$ cat config.mk
export PLATFORM = sky130hd
export DESIGN_NAME = mem_access_stage
export DESIGN_NICKNAME = d
export VERILOG_FILES = /design/src/rtl/mem_access_stage.sv
export SDC_FILE = /design/constraint.sdc
export NUM_CORES = 1
export LEC_CHECK = 0
export CAP_MARGIN = 20
export CORE_ASPECT_RATIO = 0.8
export CORE_UTILIZATION = 57
export DETAILED_ROUTE_END_ITERATION = 7
export DONT_BUFFER_PORTS = 1
export PLACE_DENSITY_LB_ADDON = 0.1
export SYNTH_ARGS = -nofsm -noshare
export SYNTH_HDL_FRONTEND = slang
export SYNTH_SLANG_ARGS = --single-unit
$ cat constraint.sdc
create_clock -name clk -period 1.85 [get_ports clk]
set_input_delay 0.555 -clock clk [delete_from_list [all_inputs] [get_ports clk]]
set_output_delay 0.555 -clock clk [all_outputs]
set_load 0.01 [all_outputs]
$ cat src/rtl/mem_access_stage.sv
// MEM pipeline stage: unpacks the EX/MEM bundle, runs a req/ack data-memory access,
// resolves branches and produces a registered MEM/WB result plus an upstream stall.
module mem_access_stage #(
    parameter int unsigned N       = 24,
    parameter int unsigned BW      = 16 + 2 * N,
    parameter int unsigned TIMEOUT = 16
) (
    input  logic          clk,
    input  logic          rst,
    input  logic [BW-1:0] exMemIn,
    input  logic          inValid,
    output logic          stall,
    output logic          dmemReq,
    output logic          dmemWe,
    output logic [N-1:0]  dmemAddr,
    output logic [N-1:0]  dmemWData,
    input  logic [N-1:0]  dmemRData,
    input  logic          dmemAck,
    output logic          wbValid,
    output logic          wbRegWrite,
    output logic [3:0]    wbRc,
    output logic [N-1:0]  wbData,
    output logic          branchTaken,
    output logic [N-1:0]  branchTarget,
    output logic          memError
);

    localparam int unsigned CW = (TIMEOUT > 1) ? $clog2(TIMEOUT) : 1;

    typedef enum logic [0:0] {
        StIdle,
        StAccess
    } state_e;

    // Bundle field decode
    logic [N-1:0] rd3;
    logic [3:0]   rc;
    logic         regWrite;
    logic         memToReg;
    logic         memWrite;
    logic         branchFlag;
    logic         neg;
    logic         zero;
    logic [N-1:0] aluResult;
    logic [3:0]   opCode;
    logic [1:0]   unusedOpType;

    assign rd3          = exMemIn[N-1:0];
    assign rc           = exMemIn[N+3:N];
    assign regWrite     = exMemIn[N+4];
    assign memToReg     = exMemIn[N+5];
    assign memWrite     = exMemIn[N+6];
    assign branchFlag   = exMemIn[N+7];
    assign neg          = exMemIn[N+8];
    assign zero         = exMemIn[N+9];
    assign aluResult    = exMemIn[2*N+9:N+10];
    assign opCode       = exMemIn[2*N+13:2*N+10];
    assign unusedOpType = exMemIn[2*N+15:2*N+14];

    logic memOp;
    logic branchCond;

    assign memOp = memWrite | memToReg;

    always_comb begin
        branchCond = 1'b0;
        case (opCode)
            4'b0000: branchCond = 1'b1;
            4'b0001: branchCond = zero;
            4'b0010: branchCond = ~zero;
            4'b0011: branchCond = neg;
            4'b0100: branchCond = ~neg;
            default: branchCond = 1'b0;
        endcase
    end

    // State and holding registers
    state_e        stateQ, stateD;
    logic [CW-1:0] cntQ, cntD;
    logic          holdWeQ, holdWeD;
    logic [N-1:0]  holdAddrQ, holdAddrD;
    logic [N-1:0]  holdWDataQ, holdWDataD;
    logic [3:0]    holdRcQ, holdRcD;
    logic          holdRegWriteQ, holdRegWriteD;

    // Registered MEM/WB outputs
    logic          wbValidQ, wbValidD;
    logic          wbRegWriteQ, wbRegWriteD;
    logic [3:0]    wbRcQ, wbRcD;
    logic [N-1:0]  wbDataQ, wbDataD;
    logic          branchTakenQ, branchTakenD;
    logic [N-1:0]  branchTargetQ, branchTargetD;
    logic          memErrorQ, memErrorD;

    always_comb begin
        stateD        = stateQ;
        cntD          = cntQ;
        holdWeD       = holdWeQ;
        holdAddrD     = holdAddrQ;
        holdWDataD    = holdWDataQ;
        holdRcD       = holdRcQ;
        holdRegWriteD = holdRegWriteQ;
        wbValidD      = 1'b0;
        wbRegWriteD   = wbRegWriteQ;
        wbRcD         = wbRcQ;
        wbDataD       = wbDataQ;
        branchTakenD  = 1'b0;
        branchTargetD = branchTargetQ;
        memErrorD     = memErrorQ;

        unique case (stateQ)
            StIdle: begin
                if (inValid) begin
                    if (memOp) begin
                        // Store wins when both memory bits are set.
                        holdWeD       = memWrite;
                        holdAddrD     = aluResult;
                        holdWDataD    = rd3;
                        holdRcD       = rc;
                        holdRegWriteD = regWrite & ~memWrite;
                        cntD          = '0;
                        stateD        = StAccess;
                    end else begin
                        wbValidD    = 1'b1;
                        wbDataD     = aluResult;
                        wbRcD       = rc;
                        wbRegWriteD = regWrite;
                        if (branchFlag && branchCond) begin
                            branchTakenD  = 1'b1;
                            branchTargetD = aluResult;
                        end
                    end
                end
            end

            StAccess: begin
                if (dmemAck) begin
                    // An ack on the final counted cycle still completes normally.
                    wbValidD    = 1'b1;
                    wbRcD       = holdRcQ;
                    wbRegWriteD = holdRegWriteQ;
                    wbDataD     = holdWeQ ? holdAddrQ : dmemRData;
                    stateD      = StIdle;
                end else if (cntQ == CW'(TIMEOUT - 1)) begin
                    wbValidD    = 1'b1;
                    wbRcD       = holdRcQ;
                    wbRegWriteD = 1'b0;
                    memErrorD   = 1'b1;
                    stateD      = StIdle;
                end else begin
                    cntD = cntQ + CW'(1);
                end
            end

            default: stateD = StIdle;
        endcase
    end

    always_ff @(posedge clk) begin
        if (rst) begin
            stateQ        <= StIdle;
            cntQ          <= '0;
            holdWeQ       <= 1'b0;
            holdAddrQ     <= '0;
            holdWDataQ    <= '0;
            holdRcQ       <= '0;
            holdRegWriteQ <= 1'b0;
            wbValidQ      <= 1'b0;
            wbRegWriteQ   <= 1'b0;
            wbRcQ         <= '0;
            wbDataQ       <= '0;
            branchTakenQ  <= 1'b0;
            branchTargetQ <= '0;
            memErrorQ     <= 1'b0;
        end else begin
            stateQ        <= stateD;
            cntQ          <= cntD;
            holdWeQ       <= holdWeD;
            holdAddrQ     <= holdAddrD;
            holdWDataQ    <= holdWDataD;
            holdRcQ       <= holdRcD;
            holdRegWriteQ <= holdRegWriteD;
            wbValidQ      <= wbValidD;
            wbRegWriteQ   <= wbRegWriteD;
            wbRcQ         <= wbRcD;
            wbDataQ       <= wbDataD;
            branchTakenQ  <= branchTakenD;
            branchTargetQ <= branchTargetD;
            memErrorQ     <= memErrorD;
        end
    end

    // Memory port and stall follow state directly so they drop on the completing edge.
    assign stall        = (stateQ == StAccess);
    assign dmemReq      = (stateQ == StAccess);
    assign dmemWe       = holdWeQ;
    assign dmemAddr     = holdAddrQ;
    assign dmemWData    = holdWDataQ;

    assign wbValid      = wbValidQ;
    assign wbRegWrite   = wbRegWriteQ;
    assign wbRc         = wbRcQ;
    assign wbData       = wbDataQ;
    assign branchTaken  = branchTakenQ;
    assign branchTarget = branchTargetQ;
    assign memError     = memErrorQ;

endmodule

# [Word-level counts from Yosys, hierarchy flattened]
# Cells that the tools add are included.
[totals] reg_bits=115 out_inout_bits=107
[classes] eq_ne=12 addsub=1 mux=32 bitwise_logic=9 reduce_logical=9
[op_table] op="$mux 24" count=4
[op_table] op="$pmux 24 s2" count=1
[op_table] op="$mux 4" count=8
[op_table] op="$pmux 4 s2" count=2
[op_table] op="$mux 1" count=13
[op_table] op="$ne 2x2->1 const B" count=6
[op_table] op="$reduce_and 3->1" count=4
[op_table] op="$eq 4x2->1 const B" count=2
[op_table] op="$reduce_and 4->1" count=2
[op_table] op="$not 1->1" count=7
[op_table] op="$pmux 1 s2" count=3
[op_table] op="$pmux 1 s5" count=1
[op_table] op="$add 4x1->4 const B" count=1
[op_table] op="$eq 4x1->1 const B" count=1
[op_table] op="$eq 4x3->1 const B" count=1
[op_table] op="$eq 4x4->1 const B" count=1
[op_table] op="$logic_not 4->1" count=1
[op_table] op="$reduce_or 4->1" count=1
[op_table] op="$ne 3x2->1 const B" count=1
[op_table] op="$and 1x1->1" count=1
[op_table] op="$logic_and 1x1->1" count=1
[op_table] op="$or 1x1->1" count=1

# [Longest topological paths before layout]
# Gate-level depths: netlist of the first run.
[depth] depth_word=4 depth_mapped=6

# [Least setup slack after synthesis of the first run]
# No wires, ideal clock.
[synth_timing] path_kind="input to register" startpoint="input port exMemIn[30]" endpoint="register wbDataQ[0], in the netlist wbData[0]" arrival_ns=1.446 path_slack_ns=0.276 n_path_buf=2 setup_ns=0.128 stages=6 path_cell_list="nor4b_4 > a21o_1 > buf_6 > buf_12 > mux2i_1 > nor2_1"
[synth_between] elab_chain_cells=3
[synth_lines] element="start, declared" line_no="10" rtl="input logic [BW-1:0] exMemIn,"
[synth_lines] element="$or 1x1->1" line_no="63" rtl="assign memOp = memWrite | memToReg;"
[synth_lines] element="$ne 2x2->1 (no line)"
[synth_lines] element="$reduce_and 3->1 (no line)"
[synth_lines] element="end signal, assigned" line_no="186" rtl="wbDataQ <= wbDataD;"
[synth_lines] element="end, declared" line_no="90" rtl="logic [N-1:0] wbDataQ, wbDataD;"
# No other way between the ends.
# A chain may end at the register's enable or synchronous reset.

# [Worst setup path in the final report of the first run]
[layout_timing] startpoint="register holdWeQ, in the netlist dmemWe" endpoint="output port dmemWe"
[layout_lines] element="start, declared" line_no="80" rtl="logic holdWeQ, holdWeD;"
[layout_lines] element="start signal, assigned" line_no="178" rtl="holdWeQ <= holdWeD;"
[layout_lines] element="end, declared" line_no="14" rtl="output logic dmemWe,"
# No word-level cell between the ends.

==> results_dict.tcl, run 1 <==
set metrics [dict create \
    outcome "finished, final reports clean" \
    start_kind "flop" \
    wirelength_um 11550 \
    arrival_ns 1.09 \
    h-tree-depth 4 \
    rsz0062_at_grt "no" \
    finalMaxSlewViolations 0 \
    ant_nets 0 \
    critPathMaxStageDelay_ns 0.32 \
    clockBufferDepth 2 \
    path_max_fanout 14 \
    cpLargestDelayFamily "flip-flops" \
    worst_pin_slew_ns 0.5166 \
    critical_path_buf_inv_count 1 \
    gp_congestion 0.7657 \
    io_buffer_count 0 \
    routed-wl-met3_um 1144 \
    hold_path.class "in2reg" \
    wl_met1_um 4754 \
    io_pins 199 \
    vias 3770 \
    synth-edff-count 0 \
    cp_data_required_time_ns 1.29 \
    fin_nets 642 \
    leakagePower_nw 2.002 \
    areaGrowthSynthToFinish_pct 11.70 \
    hold_violations 0 \
    synth_top_cell_by_area "dfxtp_1" \
    clk_latency_ns 0.51 \
    seq_area_frac_synth_pct 46.69 \
    syn_inst 564 \
    synth.area.top_cells "dfxtp_1, mux2i_1, a21oi_1" \
    first_pass_iters 4 \
    die_y_um 85.19 \
    cts_tree "yes" \
    yosysWarnings 0 \
    fmaxAchievable_ghz 0.6068 \
    finalCritPeriodShare_pct 89.09 \
    end_kind "output port" \
    core_um2 8164 \
    grt_max_degree 140 \
    root_buffer "clkbuf_8" \
    drv_cap 0 \
    antenna_found_initial 0 \
    path_cells "buf_4" \
    die-area_um2 9029 \
    peakVddDrop_mv 0.7361 \
    slew-limit-headroom_pct 65.43 \
    setup_viol 0 \
    min_period_ns 1.648 \
    drt_iter0_drc 264 \
    dp_hpwl_um 7662 \
    drc_errors 0 \
    clock_sinks 115 \
    p_per_area_nw_per_um2 1145 \
    placed_cells 638 \
    dpl-instance-area_um2 4942 \
    post_route_cells_drive_above_1_share_pct 8.214 \
    grt.total_usage_pct 25.75 \
    ys_async_sr_fraction_pct 0 \
    critPathSlowestCell "dfxtp_2" \
    synth_commonest_cells "dfxtp_1, nand2_1, a21oi_1, mux2i_1, nor2_1" \
    tns_ns 0 \
    overflow 0 \
    nFillCells 675 \
    grt_pass1_wl_um 18000 \
    clk_pin_slew_worst_paths_ns 0.05 \
    rows 29 \
    syn_area_um2 4931 \
    diodes 0 \
    syn_nets 657 \
    synth.distinct_cells 30 \
    critPathKind "reg2out" \
    fin_cells 668 \
    postCtsResizedCells 0 \
    post-cts-setup-buffer-count 0 \
    synth_area_per_cell_um2 8.743 \
    hold_buffers 0 \
    top_layer "met4" \
    grt_pass1_vias 3521 \
    wl_met2_um 5539 \
    synth-seq-cells 115 \
    routed_via_density 5.644 \
    fin_area_um2 5508 \
    synth_top_area_share_pct 46.69 \
    die_x_um 106.0 \
    cts_buffers 17 \
    synth_top_flop_cell "dfxtp_1" \
    start_util_pct 60.40 \
    skew_ns 0.007730 \
    yosysMostFrequentCell "dfxtp_1" \
    wire_per_inst_um 17.29 \
]
## routing by layer
metal / up-vias / track usage (%)
met5: - / 0
met4: 0 / 8.712
met3: 15 / 10.98
met2: 155 / 43.85
met1: 1756 / 29.12
li1: 1844 / -
## layout make-up
class / instances / area [µm²] / share of cell area [%]
Multi-Input combinational cell: 404 / 2361 / 42.87
Sequential cell: 115 / 2305 / 41.84
Clock buffer: 21 / 459.2 / 8.337
Timing Repair Buffer: 10 / 137.6 / 2.499
Tap cell: 108 / 135.1 / 2.453
Clock inverter: 9 / 106.4 / 1.931
Inverter: 1 / 3.754 / 0.06815
## worst paths after layout
kind,depth (start not counted),endpoint,slack [ns],start
worst max-delay path,1,dmemWe,0.20,dmemWe$_SDFFE_PP0P_
worst min register to register,2,holdRegWriteQ$_SDFFE_PP0P_,0.45,holdRegWriteQ$_SDFFE_PP0P_
worst min-delay path,1,wbData[9]$_SDFFE_PP0P_,0.12,rst
worst max register to register,5,cntQ[0]$_SDFFE_PP0P_,0.24,dmemReq$_SDFF_PP0_
## per-stage QoR
| stage | util [%] | setup slack [ns] | power, mW | hold slack (ns) |
|---|---|---|---|---|
| after global placement | 60.54 | 0.1730 | 3.266 | 0.4362 |
| after CTS | 67.46 | 0.1754 | 6.357 | 0.1019 |
| after global routing | 67.46 | 0.07898 | 6.559 | 0.1050 |
| after floorplan | - | 0.2760 | 3.212 | 0.4321 |
| after detailed placement | 60.54 | 0.1279 | 3.289 | 0.4384 |
| final | 67.46 | 0.2019 | 6.305 | 0.1176 |
## power breakdown
group          internal (mW)  switching (mW)  total [mW]
sequential              2.60           0.146        2.75
combinational          0.223           0.264       0.487
clock                   2.00            1.07        3.07
total                   4.82            1.48        6.30
## state kept, by name (all words and copies together), names as in the netlist
signal	cells
branchTarget	24
dmemAddr	24
dmemWData	24
wbData	24
cntQ	4
holdRcQ	4
wbRc	4
branchTaken	1
dmemReq	1
dmemWe	1
holdRegWriteQ	1
memError	1
wbRegWrite	1
wbValid	1
## placed cells by master (no fill, tap or decap), types with 2 or more instances in the layout
cell	Yosys	layout
a211oi_1	4	4
a21o_1	2	2
a21oi_1	81	81
buf_12	4	5
buf_4	2	5
bufinv_16	0	2
clkbuf_16	0	16
clkbuf_8	0	4
clkinv_2	0	3
clkinvlp_4	0	3
dfxtp_1	115	113
dfxtp_2	0	2
mux2i_1	76	76
nand2_1	108	108
nand2b_1	50	50
nand3_1	6	6
nor2_1	55	55
nor2b_1	4	4
nor3_1	3	3
xor2_1	3	3
## cells by family (layout without fill, tap and decap cells)
family	after synthesis	after routing	share of synthesized area [%]
and+or+nand+nor	230	230	21.06
DFF	115	115	46.69
AOI/OAI and AO/OA	94	94	10.33
muxes	76	76	15.43
buffers and inverters	45	41	5.709
xor gates and xnor gates	3	3	0.5330
adders and majority gates	1	1	0.2537
Note: power is estimated with default switching activity, not from simulation.
==> run 2, diff against run 1 <==
--- a/config.mk
+++ b/config.mk
@@ -5,6 +5,7 @@
 export SDC_FILE = /design/constraint.sdc
 export NUM_CORES = 1
 export LEC_CHECK = 0
+export ABC_AREA = 1
 export CAP_MARGIN = 20
 export CORE_ASPECT_RATIO = 0.8
 export CORE_UTILIZATION = 57
==> results_dict.tcl, run 2 <==
set metrics [dict create \
    layout_commonest_cell "nor2_1" \
    cp_data_required_time_ns 1.29 \
    synth_commonest_cells "nor2_1, dfxtp_1, o21ai_0, nand2_1, a21oi_1" \
    ys_async_sr_fraction_pct 0 \
    hold_path.class "in2reg" \
    synth-edff-count 0 \
    synth_top_cell_by_area "dfxtp_1" \
    fin_area_um2 5527 \
    core_um2 8019 \
    clockBufferDepth 2 \
    drt_iter0_drc 440 \
    synth.area.top_cells "dfxtp_1, nor2_1, o21ai_0" \
    arrival_ns 1.19 \
    critPathSlowestCell "dfxtp_4" \
    ant_nets 0 \
    seq_area_frac_synth_pct 48.07 \
    dpl-instance-area_um2 4828 \
    path_cells "buf_12" \
    critical_path_buf_inv_count 1 \
    setup_viol 0 \
    io_buffer_count 0 \
    reg2reg_slack_ns 0.34 \
    hold_buffers 0 \
    clock_sinks 115 \
    p_per_area_nw_per_um2 1320 \
    worst_pin_slew_ns 0.6852 \
    post-cts-setup-buffer-count 0 \
    cp_num_cells 1 \
    wl_met1_um 5570 \
    synth_top_flop_cell "dfxtp_1" \
    final_cell_mix "nor2_1, dfxtp_1, o21ai_0, nand2_1, a21oi_1" \
    hold_violations 0 \
    finalMaxSlewViolations 0 \
    min_period_ns 1.745 \
    path_max_fanout 42 \
    syn_area_um2 4790 \
    io_pins 199 \
    wire_per_inst_um 16.89 \
    start_kind "flop" \
    vias 4381 \
    start_util_pct 59.73 \
    critPathMaxStageDelay_ns 0.44 \
    grt_pass1_wl_um 20300 \
    nFillCells 673 \
    gp_congestion 0.8565 \
    finalCritPeriodShare_pct 94.31 \
    overflow 0 \
    synth-seq-cells 115 \
    critPathKind "reg2out" \
    synth_area_per_cell_um2 7.192 \
    min_path_cells 1 \
    clk_pin_slew_worst_paths_ns 0.05 \
    routed_via_density 5.712 \
    grt_pass1_vias 3962 \
    postCtsResizedCells 0 \
    fin_nets 740 \
    h-tree-depth 4 \
    routed-wl-met3_um 1507 \
    first_pass_iters 5 \
    rsz0062_at_grt "no" \
    drc_errors 0 \
    die_x_um 104.5 \
    outcome "finished, final reports clean" \
    antenna_found_initial 1 \
    drv_cap 0 \
    grt.total_usage_pct 29.97 \
    grt_max_degree 50 \
    post_route_cells_drive_above_1_share_pct 7.739 \
    wirelength_um 12950 \
    reg2regPathDepth 6 \
    peakVddDrop_mv 0.8822 \
    top_layer "met4" \
    clk_latency_ns 0.51 \
    rows 29 \
    syn_inst 666 \
    die_y_um 83.99 \
    leakagePower_nw 2.328 \
    syn_nets 759 \
    cts_tree "yes" \
    yosysWarnings 0 \
    fmaxAchievable_ghz 0.5732 \
    end_kind "output port" \
    cts_buffers 17 \
    slew-limit-headroom_pct 54.27 \
    yosysMostFrequentCell "nor2_1" \
    synth.distinct_cells 20 \
    diodes 0 \
    areaGrowthSynthToFinish_pct 15.39 \
    wl_met2_um 5682 \
    skew_ns 0.005173 \
    root_buffer "clkbuf_8" \
    synth_top_area_share_pct 48.07 \
    dp_hpwl_um 9187 \
    tns_ns 0 \
    die-area_um2 8776 \
    cpLargestDelayFamily "flip-flops" \
]
==> run 2: cell count changes after synthesis, sizes merged, moves of 45 or more <==
cell,change
nor2,+119
o21ai,+110
mux2i,-76
nand2b,-50
nand2,-46
inv,+45
==> run 2: worst reg2reg max path, cell delays in order (launching register included) <==
cell and delay, ns:
dfxtp_4 0.44, nor2_4 0.06, nand2_2 0.12, nand2_2 0.06, inv_1 0.48, nor2_1 0.15, nor2_1 0.13
==> run 2: cell families after synthesis <==
kind of cell | Yosys count | synth area share (%)
buf+inv | 96 | 9.352
simple gates | 266 | 22.10
fa+ha+maj | 1 | 0.2612
flops | 115 | 48.07
compound gates | 188 | 20.22
==> run 2: worst paths after layout <==
| path | startpoint | to |
|---|---|---|
| worst min-delay path | rst | dmemReq$_SDFF_PP0_ |
| worst max register to register | dmemReq$_SDFF_PP0_ | wbData[11]$_SDFFE_PP0P_ |
| worst min register to register | holdRegWriteQ$_SDFFE_PP0P_ | holdRegWriteQ$_SDFFE_PP0P_ |
| worst max-delay path | dmemReq$_SDFF_PP0_ | dmemReq |
==> run 2: per-layer routing <==
metal  GRT usage [%]  vias up
met1           40.10     2015
met4           10.65        0
met2           43.59      220
li1                -     2130
met5               0        -
met3           11.79       16
==> run 2: stage by stage <==
step                      hold WS [ns]  setup slack [ns]  power, mW  utilization [%]  std cells
final                           0.1080            0.1054      7.294            68.92        767
after CTS                      0.09123           0.01101      7.328            68.89        767
after detailed placement        0.4611            0.1780      3.517            60.21        736
after global placement          0.4551            0.2369      3.488            60.21        736
after global routing           0.08485           0.05712      7.550            68.92        767
after floorplan                 0.4415            0.4530      3.348                -        666
==> run 2: power by group <==
| group | switching, mW | internal (mW) | total (mW) |
|---|---|---|---|
| logic | 0.420 | 0.214 | 0.634 |
| registers | 0.199 | 2.65 | 2.85 |
| clock network | 1.09 | 2.73 | 3.81 |
| total | 1.70 | 5.59 | 7.29 |
==> run 2: area by class of cell <==
cell class | count | area [µm²] | area share, %
clock buffer | 22 | 473.0 | 8.558
clock inverter | 9 | 222.7 | 4.030
inverter | 46 | 172.7 | 3.124
multi-input combinational | 455 | 2039 | 36.90
sequential | 115 | 2306 | 41.73
tap | 108 | 135.1 | 2.445
timing repair buffer | 12 | 177.7 | 3.215
==> run 3, diff against run 2 <==
==> constraint.sdc (replaced) <==
create_clock -name clk -period 1.85 [get_ports clk]
set_input_delay 0.185 -clock clk [delete_from_list [all_inputs] [get_ports clk]]
set_output_delay 0.185 -clock clk [all_outputs]
set_load 0.01 [all_outputs]
==> results_dict.tcl, run 3 (same netlist as run 2, synthesis figures left out) <==
set metrics [dict create \
    outcome "finished, final reports clean" \
    p_comb_share_pct 10.5 \
    p_clk_share_pct 48.4 \
    clk_latency_ns 0.52 \
    critPathSlowestCell "dfxtp_2" \
    routed_via_density 5.736 \
    cpMostUsedCell "nand2_1" \
    arrival_ns 2.02 \
    core_um2 8019 \
    setup_viol 0 \
    p_int_mw 5.140 \
    ant_nets 0 \
    overflow 0 \
    drv_cap 0 \
    die_y_um 83.99 \
    cts_buffers 17 \
    start_util_pct 59.73 \
    peakVddDrop_mv 0.6523 \
    io_pins 199 \
    worst_pin_slew_ns 0.6926 \
    io_buffer_count 0 \
    post_route_cells_drive_above_1_share_pct 6.685 \
    start_kind "flop" \
    antenna_found_initial 1 \
    tns_ns 0 \
    rows 29 \
    nFillCells 588 \
    fin_nets 798 \
    total_power_mw 6.923 \
    post-cts-setup-buffer-count 0 \
    gp_congestion 0.8865 \
    clk_pin_slew_worst_paths_ns 0.05 \
    leakagePower_nw 2.509 \
    clock_sinks 115 \
    grt_max_degree 55 \
    finalMaxSlewViolations 0 \
    wire_per_inst_um 17.15 \
    seqPwrFrac_pct 41.1 \
    layout_commonest_cell "nor2_1" \
    h-tree-depth 4 \
    cp_data_required_time_ns 2.29 \
    drt_iter0_drc 401 \
    drc_errors 0 \
    first_pass_iters 7 \
    critPathKind "reg2reg" \
    switching_share_pct 25.76 \
    cts_tree "yes" \
    postCtsResizedCells 0 \
    rsz0062_at_grt "no" \
    die-area_um2 8776 \
    critPathMaxStageDelay_ns 0.45 \
    clockBufferDepth 2 \
    dp_hpwl_um 8804 \
    hold_path.class "in2reg" \
    p_per_area_nw_per_um2 1161 \
    path_cells "nor2_4 > nand2_1 > buf_4 > nand2_1 > inv_1 > nand2_1 > a21oi_1" \
    skew_ns 0.01039 \
    vias 4744 \
    hold_buffers 59 \
    final_cell_mix "nor2_1, dfxtp_1, o21ai_0, nand2_1, dlygate4sd3_1" \
    hold_violations 0 \
    areaGrowthSynthToFinish_pct 24.50 \
    grt.total_usage_pct 32.85 \
    p_sw_mw 1.784 \
    fmaxAchievable_ghz 0.6327 \
    grt_pass1_wl_um 22420 \
    path_max_fanout 39 \
    root_buffer "clkbuf_8" \
    end_kind "flop" \
    grt_pass1_vias 4377 \
    finalCritPeriodShare_pct 85.43 \
    die_x_um 104.5 \
    slew-limit-headroom_pct 53.78 \
    wirelength_um 14180 \
    min_period_ns 1.581 \
]
run 3: cell types whose count changed in the layout (fill, tap and decap cells not counted), sizes merged:
cell,previous run,this run
diode,0,1
clkinv,1,5
dlygate4sd3,0,59
buf,12,11
bufinv,7,4
run 3: worst paths after layout:
check / from / end / slack (ns) / depth (start not counted)
worst max-delay path: dmemReq$_SDFF_PP0_ / cntQ[1]$_SDFFE_PP0P_ / 0.27 / 7
worst min-delay path: dmemRData[22] / wbData[22]$_SDFFE_PP0P_ / 0.02 / 4
worst max register to register: dmemReq$_SDFF_PP0_ / cntQ[1]$_SDFFE_PP0P_ / 0.27 / 7
worst min register to register: holdRegWriteQ$_SDFFE_PP0P_ / holdRegWriteQ$_SDFFE_PP0P_ / 0.48 / 2
run 3: routing by layer:
metal	GRT usage, %	vias up	wire, µm
li1	-	2248	-
met1	43.10	2184	5944
met2	48.04	263	6218
met3	12.18	49	1564
met4	14.55	0	457
met5	0	-	0
run 3: critical path: cells and delay by family (launching register included):
kind | cells | cell delay (ns)
buffers and inverters | 2 | 0.48
and+or+nand+nor | 4 | 0.46
AOI/OAI and AO/OA | 1 | 0.13
DFF | 1 | 0.45
run 3: metrics by stage:
step / instance area (µm²) / setup slack (ns) / util, % / hold slack (ns) / instances
2_1_floorplan: 4790 / 0.5648 / - / 0.3269 / 666
3_3_place_gp: 4771 / 0.3611 / 59.49 / 0.2558 / 735
3_5_place_dp: 4771 / 0.3211 / 59.49 / 0.2562 / 735
4_1_cts: 5961 / 0.2958 / 74.33 / 0.005404 / 826
5_1_grt: 5961 / 0.08326 / 74.33 / 0.05197 / 826
6_report: 5963 / 0.2695 / 74.36 / 0.02234 / 827
run 3: final cells by class:
cell class / count / area (µm²) / area share (%)
inverter: 46 / 172.7 / 2.896
sequential: 115 / 2303 / 38.63
timing repair buffer: 70 / 710.7 / 11.92
clock buffer: 22 / 442.9 / 7.428
antenna: 1 / 2.502 / 0.04196
multi-input combinational: 455 / 2039 / 34.20
tap: 108 / 135.1 / 2.266
clock inverter: 10 / 156.4 / 2.623
run 3: power groups by stage:
stage	Sequential (mW)	Combinational [mW]	Clock, mW
final	2.84	0.730	3.35
after global routing	2.86	0.819	3.47
after detailed placement	2.89	0.598	0
after floorplan	2.85	0.497	0
after global placement	2.89	0.580	0
after CTS	2.84	0.707	3.38
